[config.mk]
export PLATFORM = sky130hd
export DESIGN_NAME = counter_nch
export DESIGN_NICKNAME = d
export VERILOG_FILES = /design/src/rtl/counter_pkg.sv /design/src/rtl/counter_chan.sv /design/src/rtl/counter_nch.sv
export SDC_FILE = /design/constraint.sdc
export NUM_CORES = 1
export LEC_CHECK = 0
export ABC_CLOCK_PERIOD_IN_PS = 3750
export CAP_MARGIN = 20
export CORE_UTILIZATION = 50
export DETAILED_ROUTE_END_ITERATION = 8
export PLACE_DENSITY = 0.68
export SKIP_CTS_REPAIR_TIMING = 1
export SYNTH_ARGS = -nofsm -noshare
export SYNTH_HDL_FRONTEND = slang
export SYNTH_HIERARCHICAL = 1
export SYNTH_SLANG_ARGS = --single-unit
[constraint.sdc]
create_clock -name clk -period 3.75 [get_ports clk]
set_input_delay 0.375 -clock clk [delete_from_list [all_inputs] [get_ports clk]]
set_output_delay 0.375 -clock clk [all_outputs]
set_load 0.005 [all_outputs]
[src/rtl/counter_pkg.sv]
// counter_pkg: shared definitions for the N-channel timer/counter.
//   mode_e      : per-channel counting mode held in control bits [2:1]
//   CTRL_*      : bit positions inside the control word
//   CTRL_W      : number of control bits actually stored per channel
//   ctrl_mode() : extracts the mode field from a stored control word
package counter_pkg;

    typedef enum logic [1:0] {
        MODE_ONESHOT  = 2'b00,
        MODE_PERIODIC = 2'b01,
        MODE_SQUARE   = 2'b10,
        MODE_HOLD     = 2'b11
    } mode_e;

    localparam int CTRL_EN      = 0;
    localparam int CTRL_MODE_LO = 1;
    localparam int CTRL_MODE_HI = 2;
    localparam int CTRL_IRQEN   = 3;
    localparam int CTRL_CLRPEND = 4;

    // clr_pend is a write action only, so just en/mode/irq_en are stored
    localparam int CTRL_W = 4;

    function automatic mode_e ctrl_mode(input logic [CTRL_W-1:0] ctrl);
        return mode_e'(ctrl[CTRL_MODE_HI:CTRL_MODE_LO]);
    endfunction

endpackage

[src/rtl/counter_chan.sv]
// counter_chan: one timer channel.
//   clk, rst    : system clock, asynchronous active-high reset
//   tick        : count source; each rising edge is one count event
//   wr_reload   : load reload_val into reload and count this cycle
//   wr_ctrl     : load ctrl_val into the control register this cycle
//   reload_val  : reload data
//   ctrl_val    : control data including the clr_pend action bit
//   count       : current count
//   cnt_out     : channel output level (registered)
//   irq_req     : pending & irq_en
module counter_chan
    import counter_pkg::*;
#(
    parameter int CW = 32
) (
    input  logic                  clk,
    input  logic                  rst,
    input  logic                  tick,
    input  logic                  wr_reload,
    input  logic                  wr_ctrl,
    input  logic [CW-1:0]         reload_val,
    input  logic [CTRL_CLRPEND:0] ctrl_val,
    output logic [CW-1:0]         count,
    output logic                  cnt_out,
    output logic                  irq_req
);

    logic              tick_q_r;
    logic [CW-1:0]     count_r;
    logic [CW-1:0]     reload_r;
    logic [CTRL_W-1:0] ctrl_r;
    logic              out_r;
    logic              pending_r;

    logic              event_s;
    logic [CTRL_W-1:0] ctrl_nxt_s;
    mode_e             mode_nxt_s;
    logic              mode_chg_s;
    logic              active_s;
    logic              pend_clr_s;
    logic              pend_set_s;
    logic              out_nxt_s;
    logic [CW-1:0]     count_nxt_s;

    // Event detect and effective control word for this cycle
    always_comb begin
        event_s = tick & ~tick_q_r;
        if (wr_ctrl) begin
            ctrl_nxt_s = ctrl_val[CTRL_W-1:0];
        end else begin
            ctrl_nxt_s = ctrl_r;
        end
        mode_nxt_s = ctrl_mode(ctrl_nxt_s);
        mode_chg_s = wr_ctrl && (mode_nxt_s != ctrl_mode(ctrl_r));
        // A reload write or a mode change swallows any event in the same
        // cycle; a control write that disables the channel drops it too.
        active_s   = ctrl_nxt_s[CTRL_EN] && (mode_nxt_s != MODE_HOLD)
                     && !mode_chg_s && !wr_reload;
        pend_clr_s = wr_ctrl && ctrl_val[CTRL_CLRPEND];
    end

    // Next count, output level and pending-set request
    always_comb begin
        count_nxt_s = count_r;
        out_nxt_s   = out_r;
        pend_set_s  = 1'b0;
        if (wr_reload) begin
            count_nxt_s = reload_val;
            out_nxt_s   = 1'b0;
        end else if (mode_chg_s) begin
            out_nxt_s   = 1'b0;
        end else if (event_s && active_s) begin
            case (mode_nxt_s)
                MODE_ONESHOT: begin
                    if (count_r > CW'(1)) begin
                        count_nxt_s = count_r - CW'(1);
                    end else if (count_r == CW'(1)) begin
                        count_nxt_s = '0;
                        out_nxt_s   = 1'b1;
                        pend_set_s  = 1'b1;
                    end else begin
                        // expired: stays put until the next reload write
                        count_nxt_s = count_r;
                    end
                end
                MODE_PERIODIC: begin
                    if (count_r > CW'(1)) begin
                        count_nxt_s = count_r - CW'(1);
                        out_nxt_s   = 1'b0;
                    end else begin
                        count_nxt_s = reload_r;
                        out_nxt_s   = 1'b1;
                        pend_set_s  = 1'b1;
                    end
                end
                MODE_SQUARE: begin
                    if (count_r > CW'(1)) begin
                        count_nxt_s = count_r - CW'(1);
                    end else begin
                        count_nxt_s = reload_r;
                        out_nxt_s   = ~out_r;
                        pend_set_s  = ~out_r;
                    end
                end
                default: begin
                    count_nxt_s = count_r;
                end
            endcase
        end else if (mode_nxt_s == MODE_PERIODIC) begin
            // the periodic pulse lasts exactly one clock
            out_nxt_s = 1'b0;
        end else begin
            out_nxt_s = out_r;
        end
    end

    // Channel state registers
    always_ff @(posedge clk or posedge rst) begin
        if (rst) begin
            tick_q_r  <= 1'b0;
            count_r   <= '0;
            reload_r  <= '0;
            ctrl_r    <= '0;
            out_r     <= 1'b0;
            pending_r <= 1'b0;
        end else begin
            tick_q_r <= tick;
            if (wr_reload) begin
                reload_r <= reload_val;
            end
            if (wr_ctrl) begin
                ctrl_r <= ctrl_val[CTRL_W-1:0];
            end
            count_r   <= count_nxt_s;
            out_r     <= out_nxt_s;
            // a set in the same cycle as a clear wins
            pending_r <= pend_set_s | (pending_r & ~pend_clr_s);
        end
    end

    assign count   = count_r;
    assign cnt_out = out_r;
    assign irq_req = pending_r & ctrl_r[CTRL_IRQEN];

endmodule

[src/rtl/counter_nch.sv]
// counter_nch: N-channel programmable timer/counter.
//   clk, rst    : system clock, asynchronous active-high reset
//   tick        : per-channel count sources (rising edge = one event)
//   counter_we  : one-cycle write strobe
//   counter_sel : channel for writes and readback
//   counter_reg : 0 = reload value, 1 = control word
//   counter_val : write data
//   counter_out : count of the selected channel, zero-extended (0 if out of range)
//   cnt_out     : per-channel output levels
//   irq         : OR of pending & irq_en over all channels
module counter_nch
    import counter_pkg::*;
#(
    parameter int NCH  = 4,
    parameter int CW   = 32,
    parameter int SELW = 2
) (
    input  logic            clk,
    input  logic            rst,
    input  logic [NCH-1:0]  tick,
    input  logic            counter_we,
    input  logic [SELW-1:0] counter_sel,
    input  logic            counter_reg,
    input  logic [31:0]     counter_val,
    output logic [31:0]     counter_out,
    output logic [NCH-1:0]  cnt_out,
    output logic            irq
);

    logic [CW-1:0]  count_s [NCH];
    logic [NCH-1:0] wr_reload_s;
    logic [NCH-1:0] wr_ctrl_s;
    logic [NCH-1:0] irq_req_s;
    logic           unused_val_s;

    // only the low CW bits and the low control bits are meaningful
    assign unused_val_s = ^counter_val;

    for (genvar i = 0; i < NCH; i++) begin : g_chan
        // selects at or beyond NCH match no channel, so those writes vanish
        assign wr_reload_s[i] = counter_we & ~counter_reg & (counter_sel == SELW'(i));
        assign wr_ctrl_s[i]   = counter_we &  counter_reg & (counter_sel == SELW'(i));

        counter_chan #(
            .CW(CW)
        ) u_chan (
            .clk        (clk),
            .rst        (rst),
            .tick       (tick[i]),
            .wr_reload  (wr_reload_s[i]),
            .wr_ctrl    (wr_ctrl_s[i]),
            .reload_val (counter_val[CW-1:0]),
            .ctrl_val   (counter_val[CTRL_CLRPEND:0]),
            .count      (count_s[i]),
            .cnt_out    (cnt_out[i]),
            .irq_req    (irq_req_s[i])
        );
    end

    // Readback mux; out-of-range selects read as zero
    always_comb begin
        counter_out = 32'd0;
        for (int i = 0; i < NCH; i++) begin
            if (counter_sel == SELW'(i)) begin
                counter_out = 32'(count_s[i]);
            end else begin
                counter_out = counter_out;
            end
        end
    end

    assign irq = |irq_req_s;

endmodule

**Word level (Yosys, flattened, before mapping)**

Index checks and enable logic that the tools add are counted.

- Output and inout port bits: 37
- Bits in registers: 284

- Muxes and demuxes: 100
- Order comparisons: 4
- Equal/unequal tests: 43
- Reductions and logical operators: 66
- Add/sub/neg operators: 4
- Bitwise operators: 39

Operator list:

| operator | number |
|---|---|
| $mux 32 | 28 |
| $pmux 32 s2 | 4 |
| $eq 32x1->1 const B | 4 |
| $gt 32x1->1 const B | 4 |
| $sub 32x1->32 const B | 4 |
| $ne 5x3->1 const B | 12 |
| $mux 1 | 56 |
| $logic_and 1x1->1 | 24 |
| $pmux 1 s3 | 8 |
| $and 1x1->1 | 22 |
| $reduce_and 5->1 | 4 |
| $reduce_bool 5->1 | 4 |
| $ne 4x1->1 const B | 4 |
| $reduce_and 4->1 | 4 |
| $reduce_bool 4->1 | 4 |
| $not 1->1 | 13 |
| $eq 2x2->1 const B | 6 |
| $mux 3 | 4 |
| $reduce_bool 3->1 | 4 |
| $eq 2x1->1 const B | 5 |
| $logic_not 2->1 | 5 |
| $logic_not 1->1 | 8 |
| $ne 2x1->1 const B | 4 |
| $ne 2x2->1 | 4 |
| other kinds (5) | 17 |

**Logic depth before layout (Yosys ltp)**

- Depth after elaboration: 13
- Depth in mapped cells: 14
- Gate-level depth less buffers: 10

**Cells and area by module**

The synthesis kept the hierarchy.

Modules (own cells, without submodules):

| module | cells each | seq. area each (µm²) | instances | area each (µm²) |
|---|---|---|---|---|
| counter_chan (g_chan[2].u_chan) | 449 | 1776.7 | 1 | 4207.8 |
| counter_chan (g_chan[1].u_chan) | 458 | 1776.7 | 1 | 4202.8 |
| counter_chan (g_chan[3].u_chan) | 442 | 1776.7 | 1 | 4095.2 |
| counter_chan (g_chan[0].u_chan) | 423 | 1776.7 | 1 | 4083.9 |
| counter_nch | 49 | 0.0 | 1 | 868.3 |

**Least setup slack after synthesis**

Ideal clock, no wire load.

- Path type: input -> register
- From: input counter_sel[1]
- To: register g_chan[0].u_chan.count_r[25]
- Cell stages on the path: 13
- Path slack: 0.347 ns
- Data arrival time: 3.275 ns
- Setup time: 0.128 ns
- Cell sequence: buf_1 > nor4bb_1 > buf_2 > mux2i_1 > inv_1 > ha_1 > nor2_1 > nand3_1 > or4b_2 > o21ai_2 > clkbuf_1 > o21ai_0 > o2bb2ai_1

- Longest elaborated chain between the ends: 11
- Elaborated cells between the ends (all ways): 26
- Those cells by class: eq/ne: 6; mux: 5; bitwise: 2; reduce/logical: 13

Ends and longest elaborated chain:

| item | RTL line | source |
|---|---|---|
| start, declared | counter_nch.sv:22 | `input logic [SELW-1:0] counter_sel,` |
| $logic_not 2->1 * | counter_nch.sv:42 | `assign wr_ctrl_s[i] = counter_we & counter_reg & (counter_sel == SELW'(i));` |
| $and 1x1->1 * | counter_nch.sv:42 |  |
| via wr_ctrl_s[0] | counter_nch.sv:32 | `logic [NCH-1:0] wr_ctrl_s;` |
| $mux 3 * | -- |  |
| via g_chan[0].u_chan.ctrl_nxt_s[1] | counter_chan.sv:36 | `logic [CTRL_W-1:0] ctrl_nxt_s;` |
| branches (longest 8 deep; another with $pmux 32 s2) | -- |  |
| end signal, assigned | counter_chan.sv:134 | `count_r <= count_nxt_s;` |
| end, declared | counter_chan.sv:29 | `logic [CW-1:0] count_r;` |

Mark *: on every way through the listed nets, which the timed path passes. The select of a mux whose other input is x is not followed.
A chain may end at the register's enable or synchronous reset.

**Worst setup path in the final report**

- From: input counter_reg
- To: register g_chan[1].u_chan.count_r[0]

- Longest elaborated chain between the ends: 11
- Elaborated cells between the ends (all ways): 28
- Those cells by class: eq/ne: 6; mux: 5; bitwise: 5; reduce/logical: 12

Ends and longest elaborated chain:

| item | RTL line | source |
|---|---|---|
| start, declared | counter_nch.sv:23 | `input logic counter_reg,` |
| $and 1x1->1 * (2 in series) | counter_nch.sv:42 |  |
| via wr_ctrl_s[1] | counter_nch.sv:32 |  |
| $mux 3 * | counter_chan.sv:48 | `if (wr_ctrl) begin` |
| via g_chan[1].u_chan.ctrl_nxt_s[1] | counter_chan.sv:36 |  |
| branches (longest 8 deep; another with $pmux 32 s2) | -- |  |
| end signal, assigned | counter_chan.sv:134 |  |
| end, declared | counter_chan.sv:29 |  |

Marked as above.

==> results.txt <==
- The flow ran to the end, and the final reports show no timing, DRC or antenna violations.
* Routability Congestion: ~0.97
* Max VDD drop: between 0.3 and 0.4 mV
- Worst setup path category: primary input to flip-flop
* Pin count of the biggest net entering global routing: 77
- The count of cells in the finished layout, fillers not included, comes to approximately 2.4k.
- Among all flip-flop cells after synthesis, the most frequent one is dfrtp_1.
* Antenna-violating nets left: 0
- The number of antenna violations at the first check in global routing came to 1.
- # DRC: 0
- The internal power of the cells totals about 7.5 mW.
- The floorplan step set the die width to about 190 um.
* Number of detailed-route iterations in the first pass: 7
- Detailed placement ended at an HPWL of approximately 46000 um.
- The clock network burns 27.5% of the power.
- In the final routed layout, each cell accounts on average for ~27 um.
* Portion of total power attributed to combinational logic: between 30% and 40%
- Counting every sink on the clock net gives between 200 and 300.
* Number of enable-type register cells in the synthesized netlist: 0
- Core footprint: 34500 um^2
- Via density per instance: 6.87
- TritonCTS built the clock tree.
* Leakage Power: 8.11 nW
- Yosys printed 6 warnings.
* Minimum clock period after layout: between 3 and 4 ns
* Num rows: between 60 and 70
- Power spread over the standard cell area amounts to ~610 nW/um^2.
- HP Class: primary input to async pin
- Max-cap violations in this run came to 0.
- The clock tree synthesis step divided the H-tree into 2 levels.
* Die outline area: between 30000 and 40000 um^2
* Initial core utilization: approximately 51%
* Buffer depth of the longest clock path: 3
- For the worst setup path, the data arrival time is roughly 3.6 ns.
- Net switching fraction of the power: 38.8%
- For this block, the routed nets add up to roughly 65000 um of wire.
- Post-Synthesis Mean Instance Area: around 9.6 um^2
- The share of the Yosys chip area taken by registers is about two fifths.
- Tcrit/Tclk final: between 80% and 90%
- The number of hold violations in the final report came to 0.
- STA classifies the critical path endpoint as a flip-flop.
* Post-layout util: between 50% and 60%
* Setup repair after global routing missed its margin: false
* Slew Limit Fails: 0
- The detailed router finished its first iteration with between 2k and 2.5k violations.
- Worst-skew pair later-pin latency: roughly 0.54 ns
* Number of vias after detailed routing: 16.4k
* Maximum clock frequency: 307 MHz
- Part of the power in registers: between 40% and 50%
* Worst Tran Pin Value: roughly 0.97 ns
- The floorplan step set the die height to 189 um.
- The design draws roughly 12 mW.
- Clock tree skew after final layout: between 0.02 and 0.025 ns
* Switching power of the nets: about 4.8 mW
* Area growth, synth to finish: 15.8%
- The cell area that synthesis handed to floorplanning was around 17000 um^2.
* Most frequent cells in the layout: dfrtp_1 (284), o21ai_0 (171), nor2_1 (169)
- The worst setup path is launched from a primary input.
- CTS root buffer: clkbuf_16
* Share of the synthesized area in the top cell type: between 40 and 50%
* Dominant cell type by area after synthesis: dfrtp_1
* First-pass GRT wire length: ~100000 um
- Number of diodes: 0
- In this run, distinct cell masters in the synthesized netlist total around 100.
- Syn Inst Count: roughly 1.8k
* Fraction of layout instances using a drive strength above 1: a little under a fifth
- Final net count: a little under 2k
- Synthesis produced a netlist with a net count of between 1.5k and 2k.
- Gr ovfl total: 0
- Headroom to the max-slew limit came out at between 30% and 40%.
- Setup violations remaining at the end of the flow were counted as 0.
* Number of register bits inferred by synthesis: roughly 280
- Setup total negative slack on the finished layout was measured at 0 ns.
- Fraction of registers with async set or reset after synthesis: 100%
- Buffers inserted during clock tree synthesis total 34.
- Global routing usage summed across all routing layers: 37.2%
- Leaving out fill and tap cells, the most frequent cell in the layout is dfrtp_1.
- Vias in the first global route: roughly 16k
* Top-level port count: slightly below 80
* Highest fanout seen on the critical path: 7
- Clock-pin slew on the worst setup and hold paths: ~0.060 ns
- Including well taps, the total number of placed cells is about 2.3k.
* Critical path data required time: roughly 4.1 ns
* Cell types occupying the most area after synthesis: dfrtp_1 (41%), mux2_2 (6.9%), o21ai_0 (4.9%), mux4_2 (4.1%), nor2_1 (3.6%)
- Buffers placed on the I/O ports in this run total between 70 and 80.
-- final timing paths --
check	start	end	slack, ns	cells after the start
max	counter_reg	g_chan[1].u_chan/count[0]	0.50	12
min	rst	g_chan[1].u_chan/reload_r[7]	0.30	2
max reg2reg	g_chan[0].u_chan/count[17]	g_chan[0].u_chan/count[27]	0.58	7
min reg2reg	g_chan[2].u_chan/pending_r	g_chan[2].u_chan/pending_r	0.48	2
max in group asynchronous	rst	g_chan[3].u_chan/count[6]	2.44	3
min in group clk	tick[3]	g_chan[3].u_chan/tick_q_r	0.32	1
-- cells by family after synthesis --
logic type | Yosys count | synth area share, %
flip-flops | 284 | 40.7
adder cells (fa/ha/maj) | 28 | 2.01
AO/OA/AOI/OAI | 578 | 22.3
buffers and inverters | 207 | 5.26
AND/OR/NAND/NOR | 567 | 17.7
multiplexers | 149 | 11.6
XOR/XNOR | 8 | 0.401
-- sequential cells by signal (all words and copies together) (netlist names) --
| name | cells |
|---|---|
| g_chan.u_chan/cnt_out | 4 |
| g_chan.u_chan/tick_q_r | 4 |
| g_chan.u_chan/ctrl_r | 16 |
| g_chan.u_chan/reload_r | 128 |
| g_chan.u_chan/pending_r | 4 |
| g_chan.u_chan/count | 128 |
-- metrics by stage --
stage          worst slack, ns  area [um^2]  hold WS, ns
6_report                 0.497        20200        0.304
5_1_grt                  0.247        20200        0.316
4_1_cts                  0.515        20200        0.313
3_5_place_dp           -0.0429        19000        0.469
3_3_place_gp            0.0493        19000        0.470
2_1_floorplan            0.347        17500        0.406
-- final cells by class --
type                    count  area (um^2)
fillers                  2978        14200
multi-input cells        1330         9480
flip-flops and latches    284         7110
repair buffers            176         1640
clock buffers              47         1010
well taps                 455          569
inverters                  81          305
clock inverters            11          111
-- routing by layer --
metal	global-route usage, %	part of all wire, %	up-vias
li1	-	-	7109
met5	0	0.020	-
met2	54.1	43	922
met4	21.9	6.7	2
met3	7.88	9.7	209
met1	51.1	40	8147
-- power groups by stage --
stage / Combinational [mW] / Clock (mW) / Sequential [mW]
finish: 3.85 / 3.39 / 5.07
global route: 4.20 / 3.54 / 5.14
CTS: 3.78 / 3.42 / 5.01
detailed placement: 3.76 / 0 / 5.05
global placement: 3.68 / 0 / 5.03
floorplan: 2.56 / 0 / 4.46
-- worst max-delay path, stage by stage --
cell	delay (ns)
clkdlybuf4s50_1	0.48
buf_4	0.17
and4b_1	0.42
mux2i_1	0.29
inv_1	0.10
ha_1	0.21
nor2_1	0.08
and3_1	0.17
or4b_1	0.49
o21a_1	0.25
a2111oi_0	0.48
a221oi_1	0.09
-- synthesized netlist by cell type (9+ instances only) --
library cell  number
dfrtp_1          284
o21ai_0          171
nor2_1           169
mux2_2           107
nand2_1           98
a21oi_1           80
inv_1             78
nor3_1            73
clkbuf_1          56
a31oi_1           43
o31ai_1           36
buf_2             35
nand3_1           34
nor4_1            34
mux4_2            32
a311oi_1          28
and3_1            28
ha_1              28
o21ai_1           27
or3_1             23
or4_1             21
a22o_1            19
a22oi_1           18
o2bb2ai_1         18
o211ai_1          16
buf_1             14
a221oi_1          13
buf_4             11
o22ai_1           11
nand4_1           10
o21a_1            10
mux2i_1            9
o41ai_1            9
No activity file was read; power rests on OpenSTA's default activity.
